$ cat config.mk
export PLATFORM = sky130hd
export DESIGN_NAME = interrupt_controller_flat
export DESIGN_NICKNAME = d
export VERILOG_FILES = /design/src/rtl/intc_pkg.sv /design/src/rtl/intc_if.sv /design/src/rtl/intc_edge_detect.sv /design/src/rtl/interrupt_controller.sv /design/src/flat_wrapper.sv
export SDC_FILE = /design/constraint.sdc
export NUM_CORES = 1
export LEC_CHECK = 0
export BUFFER_PORTS_ARGS = -buffer_cell sky130_fd_sc_hd__buf_2
export CORE_AREA = 5 5 48 50
export DETAILED_ROUTE_END_ITERATION = 10
export DIE_AREA = 0 0 53 55
export GPL_ROUTABILITY_DRIVEN = 0
export PLACE_DENSITY = 0.67
export SLEW_MARGIN = 20
export SYNTH_ARGS = -nofsm -noshare
export SYNTH_HDL_FRONTEND = slang
export SYNTH_SLANG_ARGS = --single-unit
$ cat constraint.sdc
create_clock -name clock -period 1.6 [get_ports clock]
set_clock_uncertainty 0.1 [all_clocks]
set_input_delay 0.16 -clock clock [delete_from_list [all_inputs] [get_ports clock]]
set_output_delay 0.16 -clock clock [all_outputs]
set_load 0.05 [all_outputs]
$ cat src/rtl/intc_pkg.sv
// Shared definitions for the interrupt controller: FSM state encoding,
// the timer's fixed source index and the default sizing constants.
package intc_pkg;

    localparam int NUM_SRC_DEF = 4;
    localparam int CAUSE_W_DEF = 2;
    localparam int CAUSE_TIMER = 0;

    typedef enum logic [1:0] {
        IDLE    = 2'd0,
        REQ     = 2'd1,
        SERVICE = 2'd2
    } state_e;

endpackage

$ cat src/rtl/intc_if.sv
// Core-side interrupt port: enables and the ack/eoi handshake in one
// direction, irq plus cause code in the other.
interface intc_if #(
    parameter int NUM_SRC = intc_pkg::NUM_SRC_DEF,
    parameter int CAUSE_W = intc_pkg::CAUSE_W_DEF
) ();

    logic               irq_en;
    logic [NUM_SRC-1:0] mask;
    logic               irq_ack;
    logic               eoi;
    logic               irq;
    logic [CAUSE_W-1:0] irq_cause;

    // The core drives enables and the handshake.
    modport master (
        output irq_en, mask, irq_ack, eoi,
        input  irq, irq_cause
    );

    // The controller presents the request.
    modport slave (
        input  irq_en, mask, irq_ack, eoi,
        output irq, irq_cause
    );

endinterface

$ cat src/rtl/intc_edge_detect.sv
// Registered rising-edge detector. The sample register clears to 0, so a
// source that is already high when reset is released counts as an edge.
module intc_edge_detect #(
    parameter int WIDTH = 4
) (
    input  logic             clock,
    input  logic             reset,
    input  logic [WIDTH-1:0] level,
    output logic [WIDTH-1:0] rise
);

    logic [WIDTH-1:0] prev;

    // NOTE: clocked state uses non-blocking assignments so that every register samples pre-edge values.
    always_ff @(posedge clock or negedge reset) begin
        if (!reset) begin
            prev <= '0;
        end else begin
            prev <= level;
        end
    end

    assign rise = level & ~prev;

endmodule

$ cat src/rtl/interrupt_controller.sv
// Latches timer and external request edges, presents the highest-priority enabled one
// to the core, and freezes or restarts the quantum timer around the handler.
// Optional build macro: INTC_ACK_TIMEOUT_EN abandons an unacknowledged request.
module interrupt_controller
    import intc_pkg::*;
#(
    parameter int NUM_SRC     = NUM_SRC_DEF,
    parameter int CAUSE_W     = CAUSE_W_DEF,
    parameter int ACK_TIMEOUT = 255
) (
    input  logic               clock,
    input  logic               reset,
    input  logic               sigint,
    input  logic [NUM_SRC-2:0] ext_req,
    intc_if.slave              core,
    output logic [NUM_SRC-1:0] pending,
    output logic               timer_stop,
    output logic               timer_reset
);

    localparam logic [1:0] ST_IDLE    = IDLE;
    localparam logic [1:0] ST_REQ     = REQ;
    localparam logic [1:0] ST_SERVICE = SERVICE;

    if ((2 ** CAUSE_W) < NUM_SRC) begin : g_bad_cause_w
        $error("interrupt_controller: CAUSE_W too narrow for NUM_SRC");
    end
    if ((ACK_TIMEOUT < 1) || (ACK_TIMEOUT > 255)) begin : g_bad_timeout
        $error("interrupt_controller: ACK_TIMEOUT must fit the 8-bit counter");
    end

    logic [1:0]         state;
    logic [CAUSE_W-1:0] cause;
    logic               irq_q;
    logic [NUM_SRC-1:0] rise;
    logic [NUM_SRC-1:0] active;
    logic [NUM_SRC-1:0] clr;
    logic [CAUSE_W-1:0] sel;
    logic               ack_take;
    logic               ack_expire;

    intc_edge_detect #(
        .WIDTH (NUM_SRC)
    ) u_edge (
        .clock (clock),
        .reset (reset),
        .level ({ext_req, sigint}),
        .rise  (rise)
    );

    assign active = pending & core.mask;

    // NOTE: every always_comb output gets a default first so no path leaves it unassigned (no latch).
    always_comb begin
        sel = '0;
        for (int i = NUM_SRC - 1; i >= 0; i--) begin
            if (active[i]) begin
                sel = CAUSE_W'(i);
            end
        end
    end

    assign ack_take = (state == ST_REQ) && core.irq_ack;
    assign clr      = ack_take ? (NUM_SRC'(1) << cause) : '0;

    // A fresh edge in the same cycle as the clear keeps the bit set.
    always_ff @(posedge clock or negedge reset) begin
        if (!reset) begin
            pending <= '0;
        end else begin
            pending <= (pending & ~clr) | rise;
        end
    end

`ifdef INTC_ACK_TIMEOUT_EN
    logic [7:0] ack_cnt;

    assign ack_expire = (state == ST_REQ) && !core.irq_ack
                        && (ack_cnt == 8'(ACK_TIMEOUT - 1));

    // Held at zero outside REQ, so each REQ entry starts a fresh count.
    always_ff @(posedge clock or negedge reset) begin
        if (!reset) begin
            ack_cnt <= '0;
        end else if (state == ST_REQ) begin
            ack_cnt <= ack_cnt + 8'd1;
        end else begin
            ack_cnt <= '0;
        end
    end
`else
    assign ack_expire = 1'b0;
`endif

    always_ff @(posedge clock or negedge reset) begin
        if (!reset) begin
            state       <= ST_IDLE;
            cause       <= CAUSE_W'(CAUSE_TIMER);
            irq_q       <= 1'b0;
            timer_stop  <= 1'b0;
            timer_reset <= 1'b0;
        end else begin
            timer_reset <= 1'b0;
            case (state)
                ST_IDLE: begin
                    if (core.irq_en && (|active)) begin
                        state <= ST_REQ;
                        cause <= sel;
                        irq_q <= 1'b1;
                    end
                end
                ST_REQ: begin
                    // No withdrawal: only ack (or the optional timeout) ends REQ.
                    if (core.irq_ack) begin
                        state      <= ST_SERVICE;
                        irq_q      <= 1'b0;
                        timer_stop <= 1'b1;
                    end else if (ack_expire) begin
                        state <= ST_IDLE;
                        irq_q <= 1'b0;
                    end
                end
                ST_SERVICE: begin
                    if (core.eoi) begin
                        state       <= ST_IDLE;
                        timer_stop  <= 1'b0;
                        timer_reset <= 1'b1;
                    end
                end
                default: begin
                    state      <= ST_IDLE;
                    irq_q      <= 1'b0;
                    timer_stop <= 1'b0;
                end
            endcase
        end
    end

    assign core.irq       = irq_q;
    assign core.irq_cause = cause;

endmodule

$ cat src/flat_wrapper.sv
// flat-port wrapper written by rule: the top's interface ports become plain ports
module interrupt_controller_flat import intc_pkg::*;
#(
    parameter int NUM_SRC     = NUM_SRC_DEF,
    parameter int CAUSE_W     = CAUSE_W_DEF,
    parameter int ACK_TIMEOUT = 255
)
  (clock, reset, sigint, ext_req, pending, timer_stop, timer_reset, core_irq_en, core_mask, core_irq_ack, core_eoi, core_irq, core_irq_cause);
  intc_if #(.NUM_SRC(NUM_SRC), .CAUSE_W(CAUSE_W)) core_i ();
  input  logic clock;
  input  logic reset;
  input  logic sigint;
  input  logic [NUM_SRC-2:0] ext_req;
  output logic [NUM_SRC-1:0] pending;
  output logic timer_stop;
  output logic timer_reset;
  input wire logic [$bits(core_i.irq_en)-1:0] core_irq_en;
  input wire logic [$bits(core_i.mask)-1:0] core_mask;
  input wire logic [$bits(core_i.irq_ack)-1:0] core_irq_ack;
  input wire logic [$bits(core_i.eoi)-1:0] core_eoi;
  output wire logic [$bits(core_i.irq)-1:0] core_irq;
  output wire logic [$bits(core_i.irq_cause)-1:0] core_irq_cause;
  assign core_i.irq_en = core_irq_en;
  assign core_i.mask = core_mask;
  assign core_i.irq_ack = core_irq_ack;
  assign core_i.eoi = core_eoi;
  assign core_irq = core_i.irq;
  assign core_irq_cause = core_i.irq_cause;
  interrupt_controller #(.NUM_SRC(NUM_SRC), .CAUSE_W(CAUSE_W), .ACK_TIMEOUT(ACK_TIMEOUT)) u_core (.clock(clock), .reset(reset), .sigint(sigint), .ext_req(ext_req), .core(core_i), .pending(pending), .timer_stop(timer_stop), .timer_reset(timer_reset));
endmodule
==> load_flow_metrics.sql, run 1 <==
INSERT INTO impl_metrics (metric_group, metric, value, unit) VALUES
('critical_path', 'setup.worst_path.end_class', 'register', ''),
('floorplanning', 'rows', '16', ''),
('placed_design', 'port_buffers', '21', ''),
('layout', 'final_cells', '112', ''),
('sta', 'fin_worst_hold_slack', '128', 'ps'),
('critical_path', 'worstPathRequired', '1680', 'ps'),
('sta', 'finalCriticalPeriod', '1390', 'ps'),
('drt', 'drc', '0', ''),
('floorplanning', 'floorplan.core_area', '1860', 'um2'),
('power_and_ir_drop', 'power_density', '1850', 'nW/um2'),
('placed_design', 'place_worst_setup_slack', '209', 'ps'),
('floorplanning', 'starting_density_of_the_core', '32.1', '%'),
('hold_path', 'hold_path_startpoint', 'core_irq_ack', ''),
('sta', 'final_max_slew_viol_count', '0', ''),
('critical_path', 'max_stage_delay', '420', 'ps'),
('clocking', 'cts_root_buf', 'sky130_fd_sc_hd__clkbuf_4', ''),
('sta', 'fin_setup_tns', '0', 'ps'),
('hold_path', 'hold-path-endpoint', 'u_core.timer_stop', ''),
('yosys', 'netlist_area', '597', 'um2'),
('hold_path', 'timing.hold.worst_path_depth', '3', ''),
('clocking', 'post_cts.resized_instances', '0', ''),
('critical_path', 'critical_path.reg2reg.endpoint', 'u_core.state[0]', ''),
('critical_path', 'worst-r2r-setup-slack', '210', 'ps'),
('global_route', 'grt_util_met2', '17.1', '%'),
('clocking', 'cts_buffer_depth', '2', ''),
('yosys', 'yosys.area.top_type', 'sky130_fd_sc_hd__dfrtp_1', ''),
('layout', 'final_nets', '99', ''),
('yosys', 'synth-seq-cells', '15', ''),
('drt', 'detail_route.vias_per_cell', '4.45', ''),
('yosys', 'yosys-top-cells-count', '15 x sky130_fd_sc_hd__dfrtp_1, 9 x sky130_fd_sc_hd__o21ai_0, 6 x sky130_fd_sc_hd__inv_1', ''),
('floorplanning', 'die_width', '53', 'um'),
('drt', 'drt.antenna.violating_nets', '0', ''),
('placed_design', 'dp_hpwl', '969', 'um'),
('status', 'run_status', 'finished, final reports clean', ''),
('sta', 'fmax', '0.720', 'GHz'),
('drt', 'vias', '498', ''),
('sta', 'hold_viol', '0', ''),
('global_route', 'global_route_wire_length_before_repair', '2240', 'um'),
('critical_path', 'cp-startpoint', 'u_core.pending[3]', ''),
('yosys', 'post_synth_main_area_contributors', 'sky130_fd_sc_hd__dfrtp_1 63%, sky130_fd_sc_hd__o21ai_0 7.5%, sky130_fd_sc_hd__inv_1 3.8%', ''),
('critical_path', 'crit_fanout', '4', ''),
('floorplanning', 'io_pins', '22', ''),
('drt', 'routed_wirelength', '1310', 'um'),
('global_route', 'grtUsageMet3', '2.41', '%'),
('power_and_ir_drop', 'power.ir.vdd_worst', '0.656', 'mV'),
('global_route', 'gr-max-usage-layer', 'met2', ''),
('floorplanning', 'die_h', '55', 'um'),
('sta', 'timing_worst_slew_pin_value', '355', 'ps'),
('yosys', 'yosys.cell_types.count', '18', ''),
('drt', 'drt_pass1_iterations', '4', ''),
('critical_path', 'path_buf_inv', '0', ''),
('clocking', 'numClockSinks', '15', ''),
('yosys', 'postSynthAreaPerCell', '11.1', 'um2'),
('layout', 'num_antenna_cells', '0', ''),
('global_route', 'initial_antenna_violation_count', '0', ''),
('drt', 'avgRoutedWirePerCell', '11.7', 'um'),
('critical_path', 'path_delay_family', 'compound AO/OA/AOI/OAI gates', ''),
('yosys', 'syn-num-nets', '67', ''),
('sta', 'final.setup.worst_slack', '211', 'ps'),
('sta', 'setup_viol', '0', ''),
('critical_path', 'cp_cell_sequence', 'a222oi_1 -> a21oi_1 -> or2_1', ''),
('yosys', 'synth_warnings', '0', ''),
('global_route', 'first_global_vias', '498', ''),
('floorplanning', 'design.die.area', '2920', 'um2'),
('clocking', 'clk_pin_slew', '90', 'ps'),
('critical_path', 'timing_worst_setup_path_type', 'reg -> reg', ''),
('clocking', 'clock_insertion_delay_worst_skew', '280', 'ps'),
('yosys', 'syn-instance-count', '54', ''),
('sta', 'post-route-period-util', '86.8', '%'),
('sta', 'rsz0062_at_grt', 'false', ''),
('global_route', 'grt_max_degree', '16', '');
==> cells by family (layout without fill, tap and decap cells) <==
kind of cell | count (synthesis) | after routing | synth area share, %
simple gates | 13 | 13 | 12.4
buf+inv | 6 | 37 | 3.77
flops | 15 | 15 | 62.9
compound gates | 20 | 20 | 21.0
==> where the power goes <==
group          switching, mW  internal (mW)
Clock                  0.118         0.0967
Sequential             0.126          0.498
Combinational          0.480          0.206
Total                  0.724          0.801
==> layout by cell type (no fill, tap or decap), types with 2 or more instances in the layout <==
| master | synthesis | final |
|---|---|---|
| sky130_fd_sc_hd__dlygate4sd3_1 | 0 | 6 |
| sky130_fd_sc_hd__o31ai_1 | 2 | 2 |
| sky130_fd_sc_hd__nor2_1 | 3 | 3 |
| sky130_fd_sc_hd__o21ai_0 | 9 | 9 |
| sky130_fd_sc_hd__nand2_1 | 4 | 4 |
| sky130_fd_sc_hd__buf_2 | 0 | 21 |
| sky130_fd_sc_hd__clkbuf_4 | 0 | 3 |
| sky130_fd_sc_hd__a21oi_1 | 4 | 4 |
| sky130_fd_sc_hd__dfrtp_1 | 15 | 15 |
| sky130_fd_sc_hd__inv_1 | 6 | 6 |
==> routing by layer <==
layer,share of wire [%],up-vias
met4,0.69,0
met3,6.2,2
met2,49,14
met5,0,-
li1,-,254
met1,44,228
==> flip-flops by register name (all words and copies together), names as in the netlist <==
name,flops
u_core.core.irq_cause,2
u_core.core.irq,1
u_core.pending,4
u_core.timer_stop,1
u_core.u_edge.prev,4
u_core.state,2
u_core.timer_reset,1
==> final cells by class <==
type                       instances  area (um2)
clock buffer                       4        26.3
fill                             187        1040
inverter                           6        22.5
multi-input combinational         33         199
sequential                        15         375
tap                               27        33.8
timing repair buffer              27         165
==> worst register-to-register path, stage by stage, from the launching register on <==
cell and delay [ps]:
sky130_fd_sc_hd__dfrtp_1 420, sky130_fd_sc_hd__a222oi_1 380, sky130_fd_sc_hd__a21oi_1 140, sky130_fd_sc_hd__or2_1 240
==> worst max-delay path by stage <==
stage | to | slack (ps)
finish | u_core.state[0] | 210
global route | u_core.state[0] | 120
CTS | u_core.state[0] | 200
detailed placement | u_core.state[0] | 210
global placement | u_core.state[0] | 240
floorplan | u_core.state[0] | 50
(Power assumes the default switching activity.)
==> run 2, diff against run 1 <==
- CORE_AREA: 5 5 48 50 -> 5 5 49 51
- DIE_AREA: 0 0 53 55 -> 0 0 54 56
- PLACE_DENSITY: 0.67 -> 0.68
- SYNTH_HIERARCHICAL: not set -> 1
==> run 2 against run 1 <==
Via count increased by 2.8%. Core utilization rose by 1.0 points. Critical path type is now reg -> out. Sequential cell count did not move. Register-to-register slack improved by 140 ps. Non-clock buffer count shrank 1. Maximum frequency is 9.9% higher. Global-route usage fell by 0.76 points. Final cell count down 0.89%. Synthesized area increased by 8.0%.
==> load_flow_metrics.sql, run 2 <==
INSERT INTO impl_metrics (metric_group, metric, value, unit) VALUES
('sta', 'setup_viol', '0', ''),
('power_and_ir_drop', 'power.ir.vdd_worst', '0.605', 'mV'),
('floorplanning', 'die_width', '54', 'um'),
('yosys', 'synth-seq-cells', '15', ''),
('global_route', 'gr-total-overflow', '0', ''),
('sta', 'finalCriticalPeriod', '1260', 'ps'),
('sta', 'slew_headroom', '77.5', '%'),
('critical_path', 'path_buf_inv', '1', ''),
('global_route', 'global_route_wire_length_before_repair', '2260', 'um'),
('clocking', 'tritoncts.num_buffers', '3', ''),
('critical_path', 'worst-r2r-setup-slack', '350', 'ps'),
('layout', 'drive_above_1_share', '36.9', '%'),
('power_and_ir_drop', 'p_leak', '0.398', 'nW'),
('yosys', 'postSynthAreaPerCell', '11.9', 'um2'),
('yosys', 'netlist_area', '644', 'um2'),
('sta', 'post-route-period-util', '79.0', '%'),
('drt', 'detail_route.vias_per_cell', '4.61', ''),
('floorplanning', 'starting_density_of_the_core', '33.9', '%'),
('sta', 'hold_viol', '0', ''),
('yosys', 'syn-instance-count', '54', ''),
('yosys', 'synth_warnings', '6', ''),
('yosys', 'synth_ff_type', 'sky130_fd_sc_hd__dfrtp_1', ''),
('layout', 'mostFrequentLayoutCells', '21 x sky130_fd_sc_hd__buf_2, 15 x sky130_fd_sc_hd__dfrtp_1, 8 x sky130_fd_sc_hd__nand2_1', ''),
('global_route', 'grt_max_degree', '16', ''),
('critical_path', 'worst_setup_path_start_kind', 'register', ''),
('drt', 'detailedRoute.firstIterationViolations', '3', ''),
('drt', 'drt.antenna.violating_nets', '0', ''),
('layout', 'top_regs', 'u_core/pending (4), u_core/u_edge/prev (4)', ''),
('yosys', 'yosys.area.top_type', 'sky130_fd_sc_hd__dfrtp_1', ''),
('critical_path', 'rr_worst_depth', '3', ''),
('drt', 'drt_pass1_iterations', '4', ''),
('sta', 'timing_worst_slew_pin_value', '337', 'ps'),
('sta', 'final_max_slew_viol_count', '0', ''),
('layout', 'mostFrequentLayoutCell', 'sky130_fd_sc_hd__buf_2', ''),
('yosys', 'yosys-top-cells-count', '15 x sky130_fd_sc_hd__dfrtp_1, 8 x sky130_fd_sc_hd__nand2_1, 6 x sky130_fd_sc_hd__o21ai_0', ''),
('run', 'cap_viol_max_count', '0', ''),
('clocking', 'cts_htree_levels', '1', ''),
('critical_path', 'rr_startpoint', 'u_core/state[1]', ''),
('sta', 'fin_setup_tns', '0', 'ps'),
('sta', 'fmax', '0.791', 'GHz'),
('sta', 'fin_worst_hold_slack', '14.8', 'ps'),
('placed_design', 'dp_hpwl', '991', 'um'),
('clocking', 'cts_root_buf', 'sky130_fd_sc_hd__clkbuf_4', ''),
('clocking', 'clk_pin_slew', '90', 'ps'),
('placed_design', 'port_buffers', '21', ''),
('sta', 'rsz0062_at_grt', 'false', ''),
('status', 'run_status', 'finished, final reports clean', ''),
('floorplanning', 'io_pins', '22', ''),
('clocking', 'post_cts.resized_instances', '0', ''),
('critical_path', 'cp_cell_sequence', 'buf_2', ''),
('yosys', 'syn-num-nets', '67', ''),
('drt', 'avgRoutedWirePerCell', '12.1', 'um'),
('global_route', 'initial_antenna_violation_count', '0', ''),
('critical_path', 'worstPathRequired', '1340', 'ps'),
('yosys', 'post_synth_main_area_contributors', 'sky130_fd_sc_hd__dfrtp_1 58%, sky130_fd_sc_hd__nor2b_4 8.5%, sky130_fd_sc_hd__o21ai_0 4.7%', ''),
('clocking', 'cts_tree', 'done', ''),
('drt', 'routed_wirelength', '1340', 'um'),
('clocking', 'numClockSinks', '15', ''),
('drt', 'vias', '512', ''),
('clocking', 'cts_post_setup_buffers_inserted', '0', ''),
('layout', 'final_nets', '98', ''),
('drt', 'drc', '0', ''),
('layout', 'num_antenna_cells', '0', ''),
('critical_path', 'crit_fanout', '5', ''),
('global_route', 'first_global_vias', '510', ''),
('yosys', 'yosys.cell_types.count', '17', ''),
('global_route', 'groute.usage.overall', '10.3', '%'),
('layout', 'syn_to_final_growth', '33.4', '%'),
('critical_path', 'worst_path_max_delay_cell', 'sky130_fd_sc_hd__dfrtp_1', ''),
('hold_path', 'hold-path-endpoint', 'u_core/state[0]', ''),
('hold_path', 'min_path_type', 'in -> reg', ''),
('critical_path', 'worst-endpoint-arrival', '1000', 'ps'),
('hold_path', 'timing.hold.worst_path_depth', '2', ''),
('layout', 'final.fill_count', '189', ''),
('yosys', 'synth_edf_count', '0', ''),
('clocking', 'cts_buffer_depth', '2', ''),
('yosys', 'synth_top_cell_area_share', '58.3', '%'),
('critical_path', 'max_stage_delay', '430', 'ps'),
('critical_path', 'path_delay_family', 'flip-flops', ''),
('critical_path', 'critical_path.reg2reg.endpoint', 'u_core/state[0]', ''),
('power_and_ir_drop', 'power_density', '1790', 'nW/um2'),
('floorplanning', 'floorplan.core_area', '1900', 'um2'),
('yosys', 'share_of_flip_flops_with_an_asynchronous_set_or_reset_after_synthesis', '100', '%'),
('hold_path', 'hold_path_startpoint', 'core_irq_ack', ''),
('yosys', 'yosysMostFrequentCell', 'sky130_fd_sc_hd__dfrtp_1', ''),
('floorplanning', 'die_h', '56', 'um'),
('critical_path', 'setup.worst_path.end_class', 'primary output', ''),
('floorplanning', 'rows', '16', ''),
('critical_path', 'timing_worst_setup_path_type', 'reg -> out', ''),
('clocking', 'clock_insertion_delay_worst_skew', '280', 'ps'),
('yosys', 'yosysSeqAreaShare', '58.3', '%'),
('floorplanning', 'design.die.area', '3020', 'um2');
[run 2: changes by cell type in the layout (fill, tap and decap cells not counted), sizes merged, moves of 2 or more]
cell,change
a22o,+3
nand2,+4
nor2,-2
inv,-5
o31ai,-2
o21ai,-2
nor2b,+4
[run 2: what timing repair did]
item / CTS / global route
hold buffers: 5 / 0
endpoints found under the setup margin: 0 / 0
endpoints found under the hold margin: 19 / 0
[run 2: layout make-up]
cell class / count / area (um2) / share of cell area, %
clock buffer: 4 / 26.3 / 3.06
tap: 27 / 33.8 / 3.93
sequential: 15 / 375 / 43.7
multi-input combinational: 38 / 265 / 30.9
timing repair buffer: 26 / 155 / 18.0
inverter: 1 / 3.75 / 0.437
[run 2: cell families after synthesis]
group / synth area share (%)
and+or+nand+nor: 23.9
AOI/OAI and AO/OA: 17.3
DFF: 58.3
buffers and inverters: 0.582
[run 2: worst max path at each step]
stage	slack, ps	end	start	depth (start not counted)
2_1_floorplan	240	u_core/state[0]	u_core/pending[3]	3
3_3_place_gp	380	u_core/state[0]	u_core/state[1]	3
3_5_place_dp	360	u_core/state[0]	u_core/state[1]	3
4_1_cts	330	pending[1]	u_core/pending[1]	1
5_1_grt	270	u_core/state[0]	u_core/state[1]	3
6_report	340	pending[1]	u_core/pending[1]	1
[run 2: per-layer routing]
layer | GRT usage, % | up-vias | wire length, um
met2 | 15.1 | 12 | 628
met1 | 12.5 | 245 | 575
met3 | 2.68 | 4 | 91
li1 | - | 251 | -
met5 | 0 | - | 0
met4 | 7.47 | 0 | 46
[run 2: worst register-to-register path, stage by stage, from the launching register on]
cell                      delay, ps
sky130_fd_sc_hd__dfrtp_1        460
sky130_fd_sc_hd__nor3b_2        330
sky130_fd_sc_hd__o21ai_0        190
sky130_fd_sc_hd__o21ai_1        100
[run 2: power breakdown]
part | switching [mW] | internal [mW]
Clock | 0.120 | 0.0968
Combinational | 0.482 | 0.209
Sequential | 0.135 | 0.498
[run 2: per-stage QoR]
stage          util (%)  cell area [um2]  power [mW]  setup WS, ps  cells
2_1_floorplan         -              644        1.14           237     54
3_3_place_gp       41.2              783        1.32           382    102
3_5_place_dp       41.2              783        1.33           365    102
4_1_cts            45.2              860        1.56           334    111
5_1_grt            45.2              860        1.64           266    111
6_report           45.2              860        1.54           336    111
==> run 3, diff against run 2 <==
- PLACE_DENSITY: 0.68 -> 0.7
- clock period: 1.6 -> 1 ns (I/O delays scaled with it)
==> run 3 against run 2 <==
The flow now finishes with violations (negative setup slack). Final cell count up 14%. Core utilization up 13 points. Clock power up 62%. Total power up 120%. Largest cell class unchanged. Non-clock buffer count up 15. Die area unchanged. Largest power group unchanged. Design area up 30%. Sequential share of layout area down 9.0 points. First-iteration DRC count up 67%. Register-to-register slack worse by 540 ps. Count of clock-buffer cells in the layout down 1. Sequential cell count unchanged.
==> load_flow_metrics.sql, run 3 (synthesis results as in run 2) <==
INSERT INTO impl_metrics (metric_group, metric, value, unit) VALUES
('clocking', 'tritoncts.num_buffers', '3', ''),
('sta', 'fmax', '0.840', 'GHz'),
('floorplanning', 'rows', '16', ''),
('global_route', 'groute.usage.overall', '13.9', '%'),
('sta', 'hold_viol', '0', ''),
('floorplanning', 'die_h', '56', 'um'),
('layout', 'post-route-cell-area', '1110', 'um2'),
('run', 'cap_viol_max_count', '0', ''),
('status', 'run_status', 'finished with violations', ''),
('drt', 'drt.antenna.violating_nets', '0', ''),
('critical_path', 'worstPathRequired', '1110', 'ps'),
('drt', 'drt_pass1_iterations', '4', ''),
('global_route', 'initial_antenna_violation_count', '0', ''),
('sta', 'finalCriticalPeriod', '1190', 'ps'),
('clocking', 'numClockSinks', '15', ''),
('drt', 'routed_wirelength', '1800', 'um'),
('critical_path', 'path_buf_inv', '1', ''),
('hold_path', 'hold-path-endpoint', 'u_core/core.irq_cause[0]', ''),
('critical_path', 'critical_path.reg2reg.endpoint', 'u_core/state[0]', ''),
('hold_path', 'timing.hold.worst_path_depth', '3', ''),
('critical_path', 'worst_path_max_delay_cell', 'sky130_fd_sc_hd__dfrtp_2', ''),
('power_and_ir_drop', 'power_density', '2990', 'nW/um2'),
('global_route', 'gr-max-usage-layer', 'met2', ''),
('sta', 'slew_headroom', '77.2', '%'),
('sta', 'post-route-period-util', '119', '%'),
('placed_design', 'postPlaceCellArea', '837', 'um2'),
('layout', 'num_antenna_cells', '0', ''),
('critical_path', 'max_stage_delay', '460', 'ps'),
('drt', 'avgRoutedWirePerCell', '14.3', 'um'),
('floorplanning', 'floorplan.core_area', '1900', 'um2'),
('critical_path', 'timing_worst_setup_path_type', 'reg -> reg', ''),
('drt', 'vias', '586', ''),
('global_route', 'gr-total-overflow', '0', ''),
('clocking', 'clock_insertion_delay_worst_skew', '280', 'ps'),
('critical_path', 'setup.worst_path.end_class', 'register', ''),
('sta', 'setup_viol', '20', ''),
('layout', 'final.fill_count', '145', ''),
('placed_design', 'port_buffers', '21', ''),
('clocking', 'cts_buffer_depth', '2', ''),
('critical_path', 'rr_startpoint', 'u_core/state[0]', ''),
('critical_path', 'path_delay_family', 'flip-flops', ''),
('sta', 'fin_worst_hold_slack', '62.4', 'ps'),
('layout', 'syn_to_final_growth', '73.0', '%'),
('clocking', 'clk_pin_slew', '100', 'ps'),
('power_and_ir_drop', 'p_leak', '0.506', 'nW'),
('sta', 'final.setup.worst_slack', '-191', 'ps'),
('layout', 'mostFrequentLayoutCells', '12 x sky130_fd_sc_hd__buf_2, 10 x sky130_fd_sc_hd__buf_6, 9 x sky130_fd_sc_hd__dfrtp_2', ''),
('critical_path', 'worst-endpoint-arrival', '1300', 'ps'),
('layout', 'fin_util', '58.6', '%'),
('critical_path', 'rr_worst_depth', '4', ''),
('sta', 'rsz0062_at_grt', 'true', ''),
('floorplanning', 'io_pins', '22', ''),
('drt', 'detail_route.vias_per_cell', '4.65', ''),
('clocking', 'cts_tree', 'done', ''),
('power_and_ir_drop', 'report.power.total', '3.34', 'mW'),
('placed_design', 'dp_hpwl', '1260', 'um'),
('floorplanning', 'design.die.area', '3020', 'um2'),
('global_route', 'm1_gr_usage', '13.1', '%'),
('hold_path', 'min_path_type', 'in -> reg', ''),
('layout', 'mostFrequentLayoutCell', 'sky130_fd_sc_hd__buf_2', ''),
('critical_path', 'cp_cell_sequence', 'nor3b_4 -> buf_4 -> o21ai_2 -> o21ai_1', ''),
('hold_path', 'hold_path_startpoint', 'core_mask[0]', ''),
('global_route', 'first_global_vias', '684', ''),
('critical_path', 'worst-r2r-setup-slack', '-190', 'ps'),
('clocking', 'cts_root_buf', 'sky130_fd_sc_hd__clkbuf_4', ''),
('critical_path', 'crit_fanout', '5', ''),
('layout', 'drive_above_1_share', '59.6', '%'),
('floorplanning', 'die_width', '54', 'um'),
('critical_path', 'worst_setup_path_start_kind', 'register', ''),
('sta', 'timing_worst_slew_pin_value', '341', 'ps'),
('floorplanning', 'starting_density_of_the_core', '33.9', '%'),
('drt', 'detailedRoute.firstIterationViolations', '5', ''),
('clocking', 'cts_htree_levels', '1', ''),
('global_route', 'grt_max_degree', '16', ''),
('global_route', 'grt_util_met2', '23.0', '%'),
('global_route', 'global_route_wire_length_before_repair', '2980', 'um'),
('global_route', 'grtUsageMet3', '3.75', '%'),
('sta', 'fin_setup_tns', '-2560', 'ps'),
('drt', 'drc', '0', ''),
('sta', 'final_max_slew_viol_count', '0', ''),
('layout', 'top_regs', 'u_core/pending (4), u_core/u_edge/prev (4)', ''),
('power_and_ir_drop', 'power.ir.vdd_worst', '1.24', 'mV'),
('status', 'violations', 'negative setup slack', ''),
('layout', 'final_nets', '113', '');
==> run 3: cell types whose count changed in the layout (fill, tap and decap cells not counted), moves of 2 or more <==
cell | previous run | this run
sky130_fd_sc_hd__buf_2 | 21 | 12
sky130_fd_sc_hd__buf_6 | 0 | 10
sky130_fd_sc_hd__buf_8 | 0 | 4
sky130_fd_sc_hd__o21ai_2 | 0 | 2
sky130_fd_sc_hd__o21ai_0 | 6 | 1
sky130_fd_sc_hd__dfrtp_1 | 15 | 6
sky130_fd_sc_hd__o21ai_1 | 1 | 4
sky130_fd_sc_hd__dlygate4sd3_1 | 5 | 7
sky130_fd_sc_hd__dfrtp_2 | 0 | 9
sky130_fd_sc_hd__buf_4 | 0 | 8
==> run 3: final cells by class <==
cell class                      instances  area [um2]  share of cell area (%)
Clock inverter                          1        5.00                   0.449
Multi-Input combinational cell         38         300                    26.9
Tap cell                               27        33.8                    3.03
Inverter                                1        3.75                   0.337
Timing Repair Buffer                   41         363                    32.5
Clock buffer                            3        22.5                    2.02
Sequential cell                        15         387                    34.7
==> run 3: per-stage QoR <==
stage          setup slack [ps]  std cells
5_1_grt                    -260        126
4_1_cts                    -193        121
6_report                   -191        126
3_5_place_dp               -186        108
2_1_floorplan              -243         54
3_3_place_gp               -176        108
==> run 3: layer usage <==
layer | part of all wire, % | routed length, um
met5 | 0 | 0
met4 | 4.0 | 72
met3 | 4.6 | 83
met2 | 53 | 955
met1 | 38 | 688
==> run 3: worst max-delay path by stage <==
stage	slack [ps]	end	startpoint	depth (start not counted)
detailed placement	-190	u_core/core.irq_cause[0]	u_core/state[1]	3
global placement	-180	u_core/core.irq_cause[1]	u_core/state[1]	3
finish	-190	u_core/state[0]	u_core/state[0]	4
CTS	-190	core_irq_cause[1]	u_core/core.irq_cause[1]	2
global route	-260	u_core/core.irq_cause[0]	u_core/state[0]	3
floorplan	-240	u_core/pending[1]	u_core/core.irq_cause[1]	3
==> run 3: tightest hold or removal path: stages <==
cell,delay [ps]
sky130_fd_sc_hd__buf_2,100
sky130_fd_sc_hd__a32o_1,140
sky130_fd_sc_hd__a21oi_1,80
==> run 3: power breakdown <==
part / internal [mW] / switching, mW
clock network: 0.148 / 0.204
logic: 0.930 / 1.02
registers: 0.827 / 0.212
==> run 3: what timing repair did <==
| action | CTS | global route |
|---|---|---|
| endpoints found under the hold margin | 22 | 0 |
| endpoints found under the setup margin | 19 | 20 |
| hold buffers | 7 | 0 |
| gates resized for setup | 35 | 5 |
| cloned | 0 | 0 |
| pin swaps | 1 | 3 |
| setup buffers | 2 | 5 |
